==> config.mk <==
export PLATFORM = sky130hd
export DESIGN_NAME = gray_decode_arbiter
export DESIGN_NICKNAME = d
export VERILOG_FILES = /design/src/rtl/gray_decode_arbiter.sv
export SDC_FILE = /design/constraint.sdc
export NUM_CORES = 1
export LEC_CHECK = 0
export ABC_AREA = 1
export BUFFER_PORTS_ARGS = -buffer_cell sky130_fd_sc_hd__buf_2
export CORE_MARGIN = 2
export CORE_UTILIZATION = 40
export CTS_BUF_LIST = sky130_fd_sc_hd__clkbuf_2
export DETAILED_ROUTE_END_ITERATION = 8
export HOLD_SLACK_MARGIN = 0.05
export PLACE_DENSITY = 0.66
export SLEW_MARGIN = 10
export SYNTH_ARGS = -nofsm -noshare
export SYNTH_HDL_FRONTEND = slang
export SYNTH_SLANG_ARGS = --single-unit
==> constraint.sdc <==
create_clock -name clk -period 4 [get_ports clk]
set_clock_uncertainty 0.05 [all_clocks]
set_input_delay 0.6 -clock clk [delete_from_list [all_inputs] [get_ports clk]]
set_output_delay 0.6 -clock clk [all_outputs]
set_load 0.01 [all_outputs]
==> src/rtl/gray_decode_arbiter.sv <==
// rtl/gray_decode_arbiter.sv - round-robin arbiter sharing one Gray-to-binary decoder
//
// gray_decoder: 4-bit Gray code in (gray), 4-bit binary out (binary), combinational.
//
// gray_decode_arbiter ports:
//   clk, rst_n              clock, asynchronous active-low reset
//   req_valid[N_REQ]        requester i offers a code
//   req_gray[4*N_REQ]       requester i code on bits [4i+3:4i]
//   req_ready[N_REQ]        one-hot acceptance strobe (IDLE only)
//   rsp_valid               registered response is held
//   rsp_binary[4], rsp_id   decoded value and the requester that supplied it
//   rsp_ready               consumer accepts the response

module gray_decoder (
    input  logic [3:0] gray,
    output logic [3:0] binary
);
    always_comb begin
        binary[3] = gray[3];
        binary[2] = binary[3] ^ gray[2];
        binary[1] = binary[2] ^ gray[1];
        binary[0] = binary[1] ^ gray[0];
    end
endmodule

module gray_decode_arbiter #(
    parameter int N_REQ = 4,
    parameter int ID_W  = $clog2(N_REQ)
) (
    input  logic                 clk,
    input  logic                 rst_n,
    input  logic [N_REQ-1:0]     req_valid,
    input  logic [4*N_REQ-1:0]   req_gray,
    output logic [N_REQ-1:0]     req_ready,
    output logic                 rsp_valid,
    output logic [3:0]           rsp_binary,
    output logic [ID_W-1:0]      rsp_id,
    input  logic                 rsp_ready
);
    typedef enum logic {
        IDLE = 1'b0,
        BUSY = 1'b1
    } state_t;

    state_t            state;
    state_t            state_next;
    logic [ID_W-1:0]   last_grant;
    logic [ID_W-1:0]   winner;
    logic              found;
    logic [ID_W-1:0]   cand;
    int                idx;
    logic [3:0]        sel_gray;
    logic [3:0]        dec_binary;

    // Search starts one past the previous winner and wraps, so the most
    // recently served requester always has the lowest priority.
    always_comb begin
        found  = 1'b0;
        winner = '0;
        idx    = 0;
        cand   = '0;
        for (int k = 1; k <= N_REQ; k++) begin
            idx  = (int'(last_grant) + k) % N_REQ;
            cand = ID_W'(idx);
            if (!found && req_valid[cand]) begin
                found  = 1'b1;
                winner = cand;
            end
        end
    end

    assign sel_gray = req_gray[{winner, 2'b00} +: 4];

    gray_decoder u_gray_decoder (
        .gray   (sel_gray),
        .binary (dec_binary)
    );

    // Ready never looks at rsp_ready, which keeps the consumer out of any
    // combinational path back to the requesters.
    always_comb begin
        req_ready  = '0;
        state_next = state;
        case (state)
            IDLE: begin
                if (found) begin
                    req_ready[winner] = 1'b1;
                    state_next        = BUSY;
                end
            end
            BUSY: begin
                if (rsp_ready) begin
                    state_next = IDLE;
                end
            end
            default: state_next = IDLE;
        endcase
    end

    // Derived from state so an asynchronous reset drops it at once.
    assign rsp_valid = (state == BUSY);

    always_ff @(posedge clk or negedge rst_n) begin
        if (!rst_n) begin
            state      <= IDLE;
            last_grant <= ID_W'(N_REQ - 1);
            rsp_binary <= 4'b0000;
            rsp_id     <= '0;
        end else begin
            state <= state_next;
            if (state == IDLE && found) begin
                rsp_binary <= dec_binary;
                rsp_id     <= winner;
                last_grant <= winner;
            end
        end
    end
endmodule

==> impl_metrics.csv, run 1 <==
group,metric,value,unit
clock_network,clockRootBuffer,"clkbuf_2",
global_route,grt_pass1_wl,3.70,mm
synthesis,synth-edff-count,0,
floorplanning,fp-row-count,18,
critical_path,crit_path_max_fanout,10,
floorplanning,coreArea,2430,sq um
routing,wl_per_cell,10.5,um
critical_path,cp_data_required_time,3.35,ns
critical_path,r2r-start,"last_grant[0]",
routing,viasPerCell,4.95,
global_route,gr-max-usage-layer,"met2",
clock_network,cts_setup_buffers,0,
synthesis,synth_top_area_share,0.189,
critical_path,ff2ff_setup_slack,1.66,ns
min_path,min_path_type,"primary input to asynchronous set/reset pin",
global_route,met2_usage,0.301,
critical_path,rr_worst_depth,15,
clock_network,clk_latency,0.25,ns
synthesis,syn_nets,179,
floorplanning,initial_core_util,0.417,
synthesis,ys.flop_type,"dfrtp_1",
finish,syn_to_final_growth,18.9,%
routing,drtIter0Drc,16,
finish,nNetsFinal,215,
clock_network,ctsResizeCount,0,
sta,slew_headroom,0.804,
run,drv_cap,0,
synthesis,async_flop_share,1.00,
sta,rsz0062_at_grt,"no",
global_route,grt_pass1_vias,914,
synthesis,yosysUniqueCellTypes,24,
global_route,grt_max_degree,16,
sta,period_share,0.790,
global_route,grt_overflow,0,
global_route,grt_antenna_before_repair,0,
global_route,use_met3,0.0109,
sta,hold_viol,0,
synthesis,synth_area_leaders,"nand2_1, dfrtp_1, nand2_2, nand3_1, nand2_4",
critical_path,arrival,2.51,ns
synthesis,synthCells,156,
sta,min_period,3.16,ns
critical_path,worstSetupEndpoint,"req_ready[1]",
critical_path,startpoint,"last_grant[0]",
critical_path,critical_path_class,"flop to output port",
critical_path,crit_path_start_kind,"flop",
synthesis,ys_seq_area_frac,0.225,
clock_network,holdBufCountCts,0,
critical_path,timing.rr.end,"rsp_binary[0]",
floorplanning,fp.dieW,54.3,um
floorplanning,die_area,2950,sq um
sta,slew_violations,0,
critical_path,cp-end-kind,"output port",
routing,vias,1095,
placement,port_buffers,33,
sta,fmax,316,MHz
routing,ant_nets,0,
synthesis,synth_most_common_cell,"nand2_1",
placement,place.gp.congestion,0.807,
routing,routed_wl,2.31,mm
sta,finalSetupViolCount,0,
placement,place_hpwl,1.88,mm
routing,drtPass1Iterations,4,
floorplanning,die-height,54.3,um
finish,drive_above_1_share,0.408,
global_route,grtUsageTotal,0.168,
synthesis,syn_area,1010,sq um
clock_network,clockBufferDepth,2,
synthesis,yosys-top-cells-count,"nand2_1, nand3_1, nand2_2, inv_1",
clock_network,clock-sinks,9,
placement,place_ws,1.11,ns
status,status,"finished, final reports clean",
sta,setup_tns,0,ns
synthesis,synth_largest_area_cell,"nand2_1",
synthesis,syn_area_per_cell,6.50,sq um
finish,multiInputGateArea,681,sq um
floorplanning,io_pins,34,
clock_network,cts-htree-levels,1,
synthesis,synth.ff_latch_count,9,
routing,detail_route.drc_violations,0,
clock_network,cts_tree,"yes",
finish,antenna_cells,0,
sta,worst_slew_pin_slew,0.293,ns
clock_network,numCtsBuffers,3,
global_route,grt_util_met1,0.213,
finish,register_area,228,sq um
sta,finalWorstSetupSlack,0.838,ns
finish,n_fill_cell,254,
clock_network,clk_pin_slew,0.10,ns
synthesis,ys.warnings.count,0,
## metal layers
layer / share of wire / wire length, um / vias up
met5: 0 / 0 / -
met4: 0.0069 / 16 / 0
met3: 0.040 / 92 / 4
met2: 0.49 / 1140 / 26
met1: 0.46 / 1070 / 496
li1: - / - / 569
## kinds of logic after synthesis
group | count (synthesis) | synth area share
simple gates | 116 | 0.610
buf+inv | 19 | 0.104
compound gates | 12 | 0.0617
flops | 9 | 0.225
## sequential cells by signal (all words and copies together), names as in the netlist
signal      flops
last_grant      2
rsp_binary      4
rsp_id          2
rsp_valid       1
## cell usage in the layout (no fill, tap or decap)
cell type | Yosys | final
nand2_1 | 51 | 51
buf_2 | 0 | 33
nand3_1 | 23 | 23
nand2_2 | 20 | 20
inv_1 | 11 | 11
nor2_1 | 7 | 7
dfrtp_1 | 7 | 7
nand2_4 | 6 | 6
o21ai_0 | 6 | 6
nand3_2 | 4 | 4
clkbuf_2 | 0 | 4
inv_2 | 3 | 3
a21oi_1 | 2 | 2
nor2_4 | 2 | 2
o21ai_1 | 2 | 2
dfstp_2 | 2 | 2
inv_8 | 1 | 1
nand4_1 | 1 | 1
nor2_2 | 1 | 1
nand3_4 | 1 | 1
clkinv_1 | 1 | 1
inv_4 | 1 | 1
a31oi_1 | 1 | 1
o22ai_1 | 1 | 1
## layout make-up
class	instances	area share
Clock buffer	4	0.0166
Inverter	17	0.0613
Multi-Input combinational cell	128	0.565
Sequential cell	9	0.189
Tap cell	30	0.0312
Timing Repair Buffer	33	0.137
## how the worst min path moves through the flow
stage,from,endpoint,depth (start not counted)
6_report,rst_n,rsp_valid,1
5_1_grt,rst_n,rsp_id[1],1
4_1_cts,rst_n,rsp_valid,1
3_5_place_dp,rst_n,rsp_valid,1
3_3_place_gp,rst_n,rsp_id[0],1
2_1_floorplan,rst_n,rsp_binary[0],0
## stage by stage
step / hold WS, ns / area, sq um / utilization / instances
after floorplan: 0.254 / 1010 / - / 156
after global placement: 0.401 / 1180 / 0.487 / 217
after detailed placement: 0.410 / 1180 / 0.487 / 217
after CTS: 0.132 / 1200 / 0.495 / 221
after global routing: 0.135 / 1200 / 0.495 / 221
final: 0.122 / 1200 / 0.495 / 221
## critical path: stages, from the launching register on
cell and delay (ns):
dfstp_2 0.67, inv_8 0.07, nand2_2 0.07, a21oi_1 0.07, a21oi_1 0.24, nand3_4 0.19
nand2_1 0.29, clkinv_1 0.26, nand2_1 0.20, nor2_1 0.05, buf_2 0.13
Power of run 1 is left out: the tool's default activity adds up to more than one toggle a clock period on the data nets, which glitch-free logic cannot reach.
==> run 2: changes to the inputs <==
Settings changed: PLACE_DENSITY 0.66 to 0.68.
Clock period 4 ns to 2.9 ns, I/O delays scaled along.
==> impl_metrics.csv, run 2 (same netlist as run 1, synthesis figures left out) <==
group,metric,value,unit
critical_path,crit_path_max_incr_delay,0.66,ns
routing,vias,1090,
sta,worst_slew_pin_slew,0.295,ns
routing,wl_met2,1.34,mm
floorplanning,initial_core_util,0.417,
critical_path,cp_data_required_time,2.41,ns
finish,antenna_cells,0,
finish,final_common_cell,"nand2_1",
critical_path,r2r-start,"last_grant[0]",
global_route,grtUsageTotal,0.176,
placement,port_buffers,33,
clock_network,cts_tree,"yes",
critical_path,critical_path_class,"flop to output port",
sta,hold_viol,0,
placement,dp.cells,218,
placement,place_hpwl,1.99,mm
routing,topRoutingLayerUsed,"met3",
floorplanning,coreArea,2430,sq um
sta,slew_headroom,0.803,
global_route,grt_pass1_wl,3.91,mm
clock_network,clockRootBuffer,"clkbuf_2",
floorplanning,fp-row-count,18,
sta,slew_violations,0,
critical_path,timing.rr.end,"rsp_binary[0]",
critical_path,critical_path.top_delay_family,"simple AND/OR/NAND/NOR gates",
finish,final_cells,223,
floorplanning,die-height,54.3,um
global_route,grt_antenna_before_repair,0,
sta,setup_tns,0,ns
sta,rsz0062_at_grt,"no",
critical_path,worst_path_max_delay_cell,"dfstp_2",
clock_network,clockBufferDepth,2,
placement,place.gp.congestion,0.739,
critical_path,rr_worst_depth,16,
clock_network,clk_latency,0.24,ns
routing,drtPass1Iterations,4,
min_path,hold_end,"rsp_valid",
finish,nNetsFinal,217,
global_route,grt_max_degree,16,
critical_path,path_cells,"inv_8, nand2_2, nand2_1, nand2_1, nand2_2, nor2_4, nand3_4, nand2_2, clkinvlp_4, nand2_1, nor2_1, buf_2",
min_path,min_path_type,"primary input to flop",
clock_network,clock-sinks,9,
finish,syn_to_final_growth,22.5,%
clock_network,cts_setup_buffers,0,
clock_network,clk_pin_slew,0.09,ns
routing,routed_wl,2.46,mm
global_route,grt_pass1_vias,970,
floorplanning,io_pins,34,
floorplanning,die_area,2950,sq um
sta,period_share,0.926,
critical_path,arrival,2.20,ns
critical_path,ff2ff_setup_slack,0.62,ns
critical_path,crit_path_start_kind,"flop",
sta,fmax,372,MHz
floorplanning,fp.dieW,54.3,um
global_route,grt_overflow,0,
critical_path,path_buf_inv,3,
finish,biggestRegsByFlops,"rsp_binary: 4 flops, last_grant: 2 flops, rsp_id: 2 flops",
status,status,"finished, final reports clean",
routing,route.met3.wl,78,um
min_path,worstHoldStart,"rsp_ready",
finish,layout_common_cells,"nand2_1, buf_2, nand3_1",
routing,drtIter0Drc,18,
routing,ant_nets,0,
routing,detail_route.drc_violations,0,
critical_path,crit_path_max_fanout,10,
clock_network,numCtsBuffers,3,
finish,top_register,"rsp_binary",
clock_network,cts-htree-levels,1,
sta,finalSetupViolCount,0,
min_path,hold_depth,2,
routing,viasPerCell,4.89,
routing,wl_met1,1.04,mm
finish,drive_above_1_share,0.425,
finish,largest_reg_flops,4,
critical_path,cp-end-kind,"output port",
run,drv_cap,0,
routing,wl_per_cell,11.0,um
sta,min_period,2.69,ns
## run 2: changes by cell type in the layout (fill, tap and decap cells not counted), sizes merged
cell and change:
clkinvlp +1, dlygate4sd3 +1, buf +1, clkinv -1
## run 2: per-stage QoR
step | hold WS [ns] | area, sq um | setup WS, ns | util
2_1_floorplan | 0.0894 | 1010 | 0.619 | -
3_3_place_gp | 0.243 | 1190 | 0.447 | 0.490
3_5_place_dp | 0.247 | 1190 | 0.418 | 0.490
4_1_cts | 0.309 | 1220 | 0.137 | 0.503
5_1_grt | 0.299 | 1240 | 0.000793 | 0.510
6_report | 0.313 | 1240 | 0.213 | 0.510
## run 2: repair_timing
action,4_1_cts,5_1_grt
endpoints found under the setup margin,0,4
endpoints found under the hold margin,7,0
resized for setup,0,4
hold buffers,1,0
## run 2: cell type report
type	instances	area (sq um)
clock buffers	4	20.0
flip-flops and latches	9	228
fillers	243	1190
multi-input cells	128	696
inverters	17	77.6
repair buffers	35	183
well taps	30	37.5
## run 2: worst max-delay path by stage
stage               slack [ns]          start  cells after the start            to
floorplan                 0.62  last_grant[0]                     12  req_ready[1]
global placement          0.45  last_grant[0]                     10  req_ready[3]
detailed placement        0.42  last_grant[0]                     10  req_ready[3]
CTS                       0.14  last_grant[0]                     10  req_ready[3]
global route            0.0008  last_grant[0]                     12  req_ready[1]
finish                    0.21  last_grant[0]                     12  req_ready[3]
## run 2: routing by layer
layer | vias up | global-route usage
li1 | 568 | -
met1 | 500 | 0.215
met2 | 22 | 0.335
met3 | 0 | 0.0246
met4 | 0 | 0.0125
met5 | - | 0
Power of run 2 is left out for the same reason.
==> run 3: changes to the inputs <==
Settings changed: PLACE_DENSITY 0.68 to 0.66, SLEW_MARGIN 10 to 15.
Clock period 2.9 ns to 3.44 ns, I/O delays scaled along.
==> impl_metrics.csv, run 3 (same netlist as run 1, synthesis figures left out) <==
group,metric,value,unit
sta,finalSetupViolCount,0,
placement,port_buffers,33,
routing,vias,1070,
clock_network,numCtsBuffers,3,
min_path,hold_depth,2,
finish,nNetsFinal,216,
clock_network,clk_latency,0.24,ns
critical_path,arrival,2.48,ns
global_route,grt_overflow,0,
routing,drtPass1Iterations,4,
critical_path,cp-end-kind,"output port",
min_path,min_path_type,"primary input to flop",
floorplanning,initial_core_util,0.417,
sta,rsz0062_at_grt,"no",
clock_network,ctsResizeCount,0,
global_route,grt_max_degree,16,
placement,place.gp.congestion,0.828,
routing,routed_wl,2.35,mm
critical_path,crit_path_max_fanout,10,
sta,worst_slew_pin_slew,0.281,ns
floorplanning,fp.dieW,54.3,um
finish,top_register,"rsp_binary",
clock_network,cts_tree,"yes",
finish,syn_to_final_growth,19.9,%
run,drv_cap,0,
finish,final_cells,222,
floorplanning,coreArea,2430,sq um
floorplanning,io_pins,34,
floorplanning,die-height,54.3,um
status,status,"finished, final reports clean",
sta,min_period,3.05,ns
clock_network,clockBufferDepth,2,
finish,layout_common_cells,"nand2_1, buf_2, nand3_1",
sta,holdWs,0.393,ns
clock_network,clockRootBuffer,"clkbuf_2",
sta,setup_tns,0,ns
routing,detail_route.drc_violations,0,
critical_path,critical_path_class,"flop to output port",
critical_path,crit_path_start_kind,"flop",
sta,slew_headroom,0.812,
clock_network,clk_pin_slew,0.09,ns
finish,drive_above_1_share,0.406,
sta,hold_viol,0,
sta,period_share,0.886,
critical_path,cp_data_required_time,2.87,ns
sta,fmax,328,MHz
routing,ant_nets,0,
global_route,grt_pass1_wl,3.93,mm
placement,place_hpwl,1.95,mm
routing,wl_per_cell,10.6,um
global_route,grtUsageTotal,0.178,
global_route,grt_antenna_before_repair,0,
placement,dp.cells,217,
finish,largest_reg_flops,4,
routing,viasPerCell,4.82,
finish,biggestRegsByFlops,"rsp_binary: 4 flops, last_grant: 2 flops, rsp_id: 2 flops",
routing,drtIter0Drc,23,
floorplanning,die_area,2950,sq um
sta,slew_violations,0,
clock_network,clock-sinks,9,
global_route,grt_pass1_vias,932,
finish,antenna_cells,0,
critical_path,rr_worst_depth,15,
floorplanning,fp-row-count,18,
clock_network,cts-htree-levels,1,
finish,final_common_cell,"nand2_1",
run 3: cell count changes in the layout (fill, tap and decap cells not counted), sizes merged:
cell,delta
buf,-1
clkinv,+1
clkinvlp,-1
run 3: stage by stage:
stage / setup WS, ns / util / cell area, sq um
5_1_grt: 0.188 / 0.499 / 1210
4_1_cts: 0.374 / 0.499 / 1210
3_5_place_dp: 0.669 / 0.487 / 1180
2_1_floorplan: 1.08 / - / 1010
3_3_place_gp: 0.787 / 0.487 / 1180
6_report: 0.391 / 0.499 / 1210
run 3: metal layers:
metal  GRT usage  share of wire
met4      0.0250         0.0026
met1       0.235           0.46
met5           0              0
met2       0.309           0.49
met3      0.0273          0.043
run 3: final timing paths:
kind	start	endpoint	slack [ns]
min in group asynchronous	rst_n	rsp_binary[1]	0.57
min	rsp_ready	rsp_valid	0.39
max	last_grant[0]	req_ready[3]	0.39
max in group asynchronous	rst_n	last_grant[1]	2.51
min reg2reg	rsp_id[1]	rsp_id[1]	0.45
max reg2reg	last_grant[0]	rsp_binary[0]	1.11
run 3: area by class of cell:
class,count,area (sq um)
sequential,9,228
inverter,17,73.8
timing repair buffer,34,175
fill,247,1220
multi-input combinational,128,681
clock buffer,4,20.0
tap,30,37.5
run 3: timing repair:
| action | 4_1_cts | 5_1_grt |
|---|---|---|
| endpoints found under the hold margin | 7 | 0 |
| hold buffers | 1 | 0 |
| setup buffers | 0 | 0 |
run 3: critical path, stage by stage (launching register included):
cell      delay [ns]
dfstp_2         0.66
inv_8           0.07
nand2_2         0.08
a21oi_1         0.08
a21oi_1         0.22
nand3_4         0.18
nand2_1         0.27
clkinv_1        0.29
nand2_1         0.20
nor2_1          0.05
buf_2           0.14
Power of run 3 is left out for the same reason.
